### config.mk
export PLATFORM = sky130hd
export DESIGN_NAME = dvp_tx_16_8bit
export DESIGN_NICKNAME = d
export VERILOG_FILES = /design/src/rtl/dvp_tx_16_8bit.sv
export SDC_FILE = /design/constraint.sdc
export NUM_CORES = 1
export LEC_CHECK = 0
export ABC_AREA = 1
export CAP_MARGIN = 20
export CORE_ASPECT_RATIO = 1.2
export CORE_UTILIZATION = 56
export DETAILED_ROUTE_END_ITERATION = 16
export PLACE_DENSITY_LB_ADDON = 0.2
export SYNTH_ARGS = -nofsm -noshare
export SYNTH_HDL_FRONTEND = slang
export SYNTH_SLANG_ARGS = --single-unit
export TNS_END_PERCENT = 30
### constraint.sdc
create_clock -name clk -period 3.2 [get_ports clk]
set_input_delay 0.48 -clock clk [delete_from_list [all_inputs] [get_ports clk]]
set_output_delay 0.48 -clock clk [all_outputs]
set_load 0.02 [all_outputs]
### src/rtl/dvp_tx_16_8bit.sv
// Camera-side DVP transmitter: serialises an RGB565 pixel stream into OV5640-style
// vsync/href/8-bit data, two bytes per pixel with the high byte first.
module dvp_tx_16_8bit #(
    parameter int   H_ACTIVE = 800,
    parameter int   V_ACTIVE = 480,
    parameter int   H_BLANK  = 64,
    parameter int   VS_LEN   = 4,
    parameter int   V_BACK   = 8,
    parameter int   V_FRONT  = 4,
    parameter logic VS_POL   = 1'b1
) (
    input  logic        clk,
    input  logic        rst,
    input  logic        en,
    input  logic [15:0] pix_data,
    input  logic        pix_valid,
    output logic        pix_ready,
    output logic        cmos_vsync,
    output logic        cmos_href,
    output logic [7:0]  cmos_db,
    output logic        underflow,
    output logic        frame_done,
    output logic        busy
);

    localparam int LINE_CYC  = 2 * H_ACTIVE + H_BLANK;
    localparam int COL_W     = (LINE_CYC > 1) ? $clog2(LINE_CYC + 1) : 1;
    localparam int MAX_A     = (VS_LEN > V_BACK) ? VS_LEN : V_BACK;
    localparam int MAX_B     = (V_ACTIVE > V_FRONT) ? V_ACTIVE : V_FRONT;
    localparam int MAX_LINES = (MAX_A > MAX_B) ? MAX_A : MAX_B;
    localparam int LINE_W    = (MAX_LINES > 1) ? $clog2(MAX_LINES + 1) : 1;

    localparam logic [COL_W-1:0]  COL_LAST     = COL_W'(LINE_CYC - 1);
    localparam logic [COL_W-1:0]  COL_HREF_END = COL_W'(2 * H_ACTIVE);
    localparam logic [LINE_W-1:0] VS_LAST      = LINE_W'(VS_LEN - 1);
    localparam logic [LINE_W-1:0] VBACK_LAST   = LINE_W'(V_BACK - 1);
    localparam logic [LINE_W-1:0] ACTIVE_LAST  = LINE_W'(V_ACTIVE - 1);
    localparam logic [LINE_W-1:0] VFRONT_LAST  = LINE_W'(V_FRONT - 1);

    typedef enum logic [2:0] {
        ST_IDLE,
        ST_VSYNC,
        ST_VBACK,
        ST_ACTIVE,
        ST_VFRONT
    } state_t;

    state_t              state_reg, state_next;
    logic [COL_W-1:0]    col_reg, col_next;
    logic [LINE_W-1:0]   line_reg, line_next;
    logic [7:0]          pix_lo_reg, pix_lo_next;
    logic                vsync_reg, vsync_next;
    logic                href_reg, href_next;
    logic [7:0]          db_reg, db_next;
    logic                underflow_reg, underflow_next;
    logic                frame_done_reg, frame_done_next;
    logic                busy_reg, busy_next;

    logic [LINE_W-1:0]   line_last;
    logic                col_end;
    logic                line_end;
    logic                in_bytes;
    logic                pix_slot;

    // Line count of the current vertical region.
    always_comb begin
        line_last = '0;
        case (state_reg)
            ST_VSYNC:  line_last = VS_LAST;
            ST_VBACK:  line_last = VBACK_LAST;
            ST_ACTIVE: line_last = ACTIVE_LAST;
            ST_VFRONT: line_last = VFRONT_LAST;
            default:   line_last = '0;
        endcase
    end

    assign col_end  = (col_reg == COL_LAST);
    assign line_end = col_end && (line_reg == line_last);
    assign in_bytes = (state_reg == ST_ACTIVE) && (col_reg < COL_HREF_END);
    // Even byte columns are pixel slots: the pixel taken here leaves as the high byte next edge.
    assign pix_slot  = in_bytes && !col_reg[0];
    assign pix_ready = pix_slot;

    // Next-state and counters.
    always_comb begin
        state_next = state_reg;
        col_next   = col_reg;
        line_next  = line_reg;
        case (state_reg)
            ST_IDLE: begin
                col_next  = '0;
                line_next = '0;
                if (en) begin
                    state_next = ST_VSYNC;
                end
            end
            default: begin
                if (col_end) begin
                    col_next  = '0;
                    line_next = line_end ? '0 : line_reg + LINE_W'(1);
                end else begin
                    col_next = col_reg + COL_W'(1);
                end
                if (line_end) begin
                    case (state_reg)
                        ST_VSYNC:  state_next = ST_VBACK;
                        ST_VBACK:  state_next = ST_ACTIVE;
                        ST_ACTIVE: state_next = ST_VFRONT;
                        ST_VFRONT: state_next = en ? ST_VSYNC : ST_IDLE;
                        default:   state_next = ST_IDLE;
                    endcase
                end
            end
        endcase
    end

    // Registered outputs, computed from the current state and the slot decision.
    always_comb begin
        vsync_next      = (state_reg == ST_VSYNC) ? VS_POL : ~VS_POL;
        href_next       = in_bytes;
        db_next         = 8'h00;
        pix_lo_next     = pix_lo_reg;
        underflow_next  = 1'b0;
        frame_done_next = (state_reg == ST_VFRONT) && line_end;
        busy_next       = (state_reg != ST_IDLE);
        if (pix_slot) begin
            // A missing pixel still burns its slot so line timing never slips.
            if (pix_valid) begin
                db_next     = pix_data[15:8];
                pix_lo_next = pix_data[7:0];
            end else begin
                db_next        = 8'h00;
                pix_lo_next    = 8'h00;
                underflow_next = 1'b1;
            end
        end else if (in_bytes) begin
            db_next = pix_lo_reg;
        end
    end

    always_ff @(posedge clk) begin
        if (rst) begin
            state_reg      <= ST_IDLE;
            col_reg        <= '0;
            line_reg       <= '0;
            pix_lo_reg     <= 8'h00;
            vsync_reg      <= ~VS_POL;
            href_reg       <= 1'b0;
            db_reg         <= 8'h00;
            underflow_reg  <= 1'b0;
            frame_done_reg <= 1'b0;
            busy_reg       <= 1'b0;
        end else begin
            state_reg      <= state_next;
            col_reg        <= col_next;
            line_reg       <= line_next;
            pix_lo_reg     <= pix_lo_next;
            vsync_reg      <= vsync_next;
            href_reg       <= href_next;
            db_reg         <= db_next;
            underflow_reg  <= underflow_next;
            frame_done_reg <= frame_done_next;
            busy_reg       <= busy_next;
        end
    end

    assign cmos_vsync = vsync_reg;
    assign cmos_href  = href_reg;
    assign cmos_db    = db_reg;
    assign underflow  = underflow_reg;
    assign frame_done = frame_done_reg;
    assign busy       = busy_reg;

endmodule

## After elaboration in Yosys (flattened, before gate mapping)

Index checks and enable logic that the tools add are counted.
Widths: inputs -> output; s select.

| storage, ports and cells | value |
|---|---|
| bits in registers | 44 |
| latch bits | 0 |
| memory bits (writable) | 0 |
| ROM bits | 0 |
| input port bits | 20 |
| memories | 0 |

| cells by class | value |
|---|---|
| $add $sub $neg | 2 |
| $mul | 0 |
| divide/modulo/power cells | 0 |
| $lt $le $gt $ge | 1 |
| eq/ne operators | 7 |
| shift-type cells | 0 |
| multiplexer cells | 13 |
| bitwise operators | 1 |
| reductions and logical operators | 13 |

Operator list:

| cell | count |
|---|---|
| $mux 8 | 4 |
| $pmux 9 s3 | 1 |
| $pmux 3 s4 | 1 |
| $add 11x1->11 const B | 1 |
| $eq 11x11->1 const B | 1 |
| $lt 11x11->1 const B | 1 |
| $add 9x1->9 const B | 1 |
| $eq 9x9->1 | 1 |
| $mux 3 | 3 |
| $mux 9 | 1 |
| $eq 3x2->1 const B | 2 |
| $reduce_or 2->1 | 3 |
| $logic_and 1x1->1 | 4 |
| $eq 3x1->1 const B | 1 |
| $eq 3x3->1 const B | 1 |
| $logic_not 3->1 | 1 |
| $mux 1 | 3 |
| $reduce_bool 3->1 | 1 |
| $reduce_or 3->1 | 1 |
| $ne 2x2->1 const B | 1 |
| $reduce_and 2->1 | 1 |
| $reduce_bool 2->1 | 1 |
| $logic_not 1->1 | 1 |
| $not 1->1 | 1 |

## Longest topological paths before layout

| depth | value |
|---|---|
| word-level depth | 7 |
| depth in mapped cells | 11 |
| mapped depth without buffers | 11 |

## Worst setup path before layout

No wires, ideal clock.

| path | value |
|---|---|
| kind | register to register |
| start point | reg col_reg[0] |
| end point | reg state_reg[2] |
| library setup time | 67 ps |
| arrival | 1,631 ps |
| required time | 3,133 ps |
| path slack | 1,501 ps |
| stages on the path, launching flop included | 12 |
| clock period less this slack | 1,699 ps |
| path through | dfxtp_1 > ha_1 > nand2_2 > nor2_4 > nand2_2 > nor2_8 > nand2_2 > nor2_4 > nand3_2 > nand2_2 > nand2_1 > a21oi_2 |

| on the way | value |
|---|---|
| cells in the longest elaborated chain, start to end | 4 |

Ends and longest elaborated chain:

| item | RTL line | RTL |
|---|---|---|
| start, declared | 49 | `logic [COL_W-1:0] col_reg, col_next;` |
| start signal, assigned | 155 | `col_reg <= col_next;` |
| $eq 11x11->1 | 77 | `assign col_end = (col_reg == COL_LAST);` |
| $logic_and 1x1->1 | 78 | `assign line_end = col_end && (line_reg == line_last);` |
| $reduce_bool 2->1 (no source line) | -- |  |
| $reduce_and 2->1 (no source line) | -- |  |
| end signal, assigned | 154 | `state_reg <= state_next;` |
| end, declared | 48 | `state_t state_reg, state_next;` |

No other way between the ends.
A chain may end at the register's enable or synchronous reset.

## Worst setup path in the final report

| path | value |
|---|---|
| start point | reg state_reg[1] |
| end point | out pix_ready |

| on the way | value |
|---|---|
| cells in the longest elaborated chain, start to end | 3 |

Ends and longest elaborated chain:

| item | RTL line | RTL |
|---|---|---|
| $eq 3x2->1 | 79 | `assign in_bytes = (state_reg == ST_ACTIVE) && (col_reg < COL_HREF_END);` |
| $logic_and 1x1->1 | 79 |  |
| $logic_and 1x1->1 | 81 | `assign pix_slot = in_bytes && !col_reg[0];` |
| end, declared | 17 | `output logic pix_ready,` |

No other way between the ends.

==> reports/qor.yml <==
total_power_mw: 1.079
clk_path_buf_depth: 2
grt-ovfl-total: 0
synth.yosys.seq_area_share_pct: 44.73
drt-total-wl_mm: 3.943
seq_area_um2: 880.8
grt_max_degree: 19
slowest_delay_ns: 0.61
drt-initial-drc-count: 116
nets: 312
chipHeight_um: 66.96
num_antenna_cells: 0
crit_path_max_fanout: 8
synthesis.nets: 275
initial_core_util_pct: 59.00
post_cts_resized: 0
multi_input_area_um2: 945.9
cts_buffers: 5
track_usage_pct: 22.71
fin_util_pct: 73.16
powerDensity_mw_per_mm2: 442.0
period_needed_ns: 2.396
dr_total_vias: 1753
first_global_vias: 1561
synth_seq_cells: 44
synth_compound_area_share_pct: 11.88
crit_path_cell_trace: "nand2_1, nor2_4, nand2_2, nor2_4, clkdlybuf4s50_1"
dpl.hpwl_mm: 2.883
ys_types: 31
drv_cap: 0
reg2reg_from: "col_reg[0]"
outcome: "finished, final reports clean"
synth.cell_area_mm2: 0.001969
avgSynthCellArea_um2: 7.784
rows: 23
largest_reg_flops: 11
grt_pass1_wl_mm: 6.672
crit_required_ns: 2.72
critical-path-slowest-cell: "clkdlybuf4s50_1"
synthMuxAreaShare_pct: 0
post-route-drc-count: 0
hold_viol_final: 0
syn2layout_area_growth_pct: 24.02
crit_top_cell: "nor2_4"
synth_top_family_by_area: "simple AND/OR/NAND/NOR gates"
r2r_slack_ns: 1.21
yosysWarningCount: 0
critical_path_class: "flop to output pin"
synth_cells: 253
hp-class: "flop to flop"
slew_violations: 0
max_freq_mhz: 417.4
grt_setup_unrepaired: "no"
finalSetupTns_ns: 0
cts_setup_buffers: 0
die-area_mm2: 0.003759
synth_adder_area_share_pct: 1.271
ant_nets: 0
start_kind: "flop"
cts_tree: "built"
drive_above_1_share_pct: 14.43
holdPathStages: 1
ctsHoldBuffers: 0
critical_path_arrival_ns: 1.92
p_leak_nw: 0.9714
fillers: 257
die_x_um: 56.14
root_buffer: "clkbuf_8"
vias_per_cell: 5.345
yosys.area_share.simple_pct: 32.66
worst_clock_skew_ns: 0.008912
hold_start: "col_reg[10]"
rr_worst_depth: 10
timing.rr.end: "line_reg[7]"
clk_pin_slew_ns: 0.08
wl_per_cell_um: 12.02
clock_sink_count: 44
cts_max_level: 2
place.gp.congestion: 0.8451
hold_end: "col_reg[10]"
core_area_mm2: 0.003338
endpoint_kind: "output pin"
io_pins: 34
final.period_utilization_pct: 74.87
firstDrtPassIters: 4
clkLatencyLatePin_ns: 0.30
antenna_found_initial: 0
tightest_slew_ns: 0.3414
port_buffers: 33
peakVddDrop_mv: 0.4333
relSlewSlack_pct: 77.21
final-setup-viol-count: 0
synth_xor_xnor_area_share_pct: 2.224
-- how the worst max path moves through the flow --
stage	from	to	slack [ns]	depth (start not counted)
2_1_floorplan	col_reg[0]	state_reg[2]	1.50	11
3_3_place_gp	state_reg[1]	pix_ready	1.18	5
3_5_place_dp	state_reg[1]	pix_ready	1.15	5
4_1_cts	state_reg[1]	pix_ready	0.81	5
5_1_grt	state_reg[1]	pix_ready	0.71	5
6_report	state_reg[1]	pix_ready	0.80	5
-- per-layer routing --
metal  routed length [um]  vias up  share of wire [%]  global-route usage [%]
li1                     -      888                  -                       -
met1                 1790      788                 45                   27.44
met2                 1865       69                 47                   37.20
met3                  219        8                5.6                   6.408
met4                   68        0                1.7                   10.98
met5                    0        -                  0                       0
-- cells in the mapped netlist (all sizes together) --
cell type / instances / area [um^2]
xor2: 4 / 35.03
nor3: 5 / 30.03
buf: 3 / 18.76
a21oi: 22 / 117.6
a211oi: 2 / 25.02
o21a: 1 / 7.510
ha: 2 / 25.02
inv: 32 / 120.1
o31ai: 1 / 7.510
nor3b: 1 / 7.510
nand3: 18 / 115.1
dfxtp: 44 / 880.8
o211a: 1 / 10.01
o22ai: 5 / 31.28
nand4: 4 / 25.02
xnor2: 1 / 8.760
clkbuf: 1 / 3.750
nor2: 36 / 203.9
nand2: 62 / 255.2
and2: 1 / 6.260
o21ai: 7 / 35.03
-- cells by family (layout without fill, tap and decap cells) --
family          after synthesis  in the layout
flops                        44             44
compound gates               39             39
buf+inv                      36             74
xor+xnor                      5              5
simple gates                127            127
fa+ha+maj                     2              2
-- final cells by class --
class                           count  share of cell area [%]
Sequential cell                    44                   36.07
Inverter                           32                   4.918
Timing Repair Buffer               34                   13.83
Multi-Input combinational cell    173                   38.73
Tap cell                           37                   1.895
Clock buffer                        5                   2.818
Clock inverter                      3                   1.742
-- per-stage QoR --
stage	cell area (um^2)	setup slack, ns	hold WS (ns)	instances
after floorplan	1969	1.501	0.4216	253
after global placement	2331	1.178	0.4321	320
after detailed placement	2331	1.146	0.4455	320
after CTS	2442	0.8112	0.4589	328
after global routing	2442	0.7111	0.4888	328
final	2442	0.8042	0.4523	328
-- report_power, final --
part | total (mW) | internal (mW) | leakage, nW | switching [mW]
clock | 0.419 | 0.231 | 0.0541 | 0.188
sequential | 0.564 | 0.555 | 0.355 | 0.00946
combinational | 0.0963 | 0.0429 | 0.562 | 0.0535
-- worst max-delay path, delay by kind of cell (launching register included) --
family	cells	cell delay [ns]
buffers and inverters	1	0.61
flip-flops	1	0.50
AND/OR/NAND/NOR	4	0.50
-- cell usage in the layout (no fill, tap or decap), types with 4 or more instances in the layout --
master,synthesis,final
xor2_1,4,4
clkbuf_8,0,5
nor3_1,4,4
dfxtp_1,44,44
nand3_2,5,5
nand2_2,9,9
inv_2,4,4
nor2_1,26,26
clkdlybuf4s50_1,0,33
a21oi_1,20,20
o22ai_1,5,5
nor2_4,6,6
nand4_1,4,4
nand3_1,13,13
nand2_1,53,53
o21ai_0,5,5
inv_1,28,28
(Power assumes the default switching activity.)
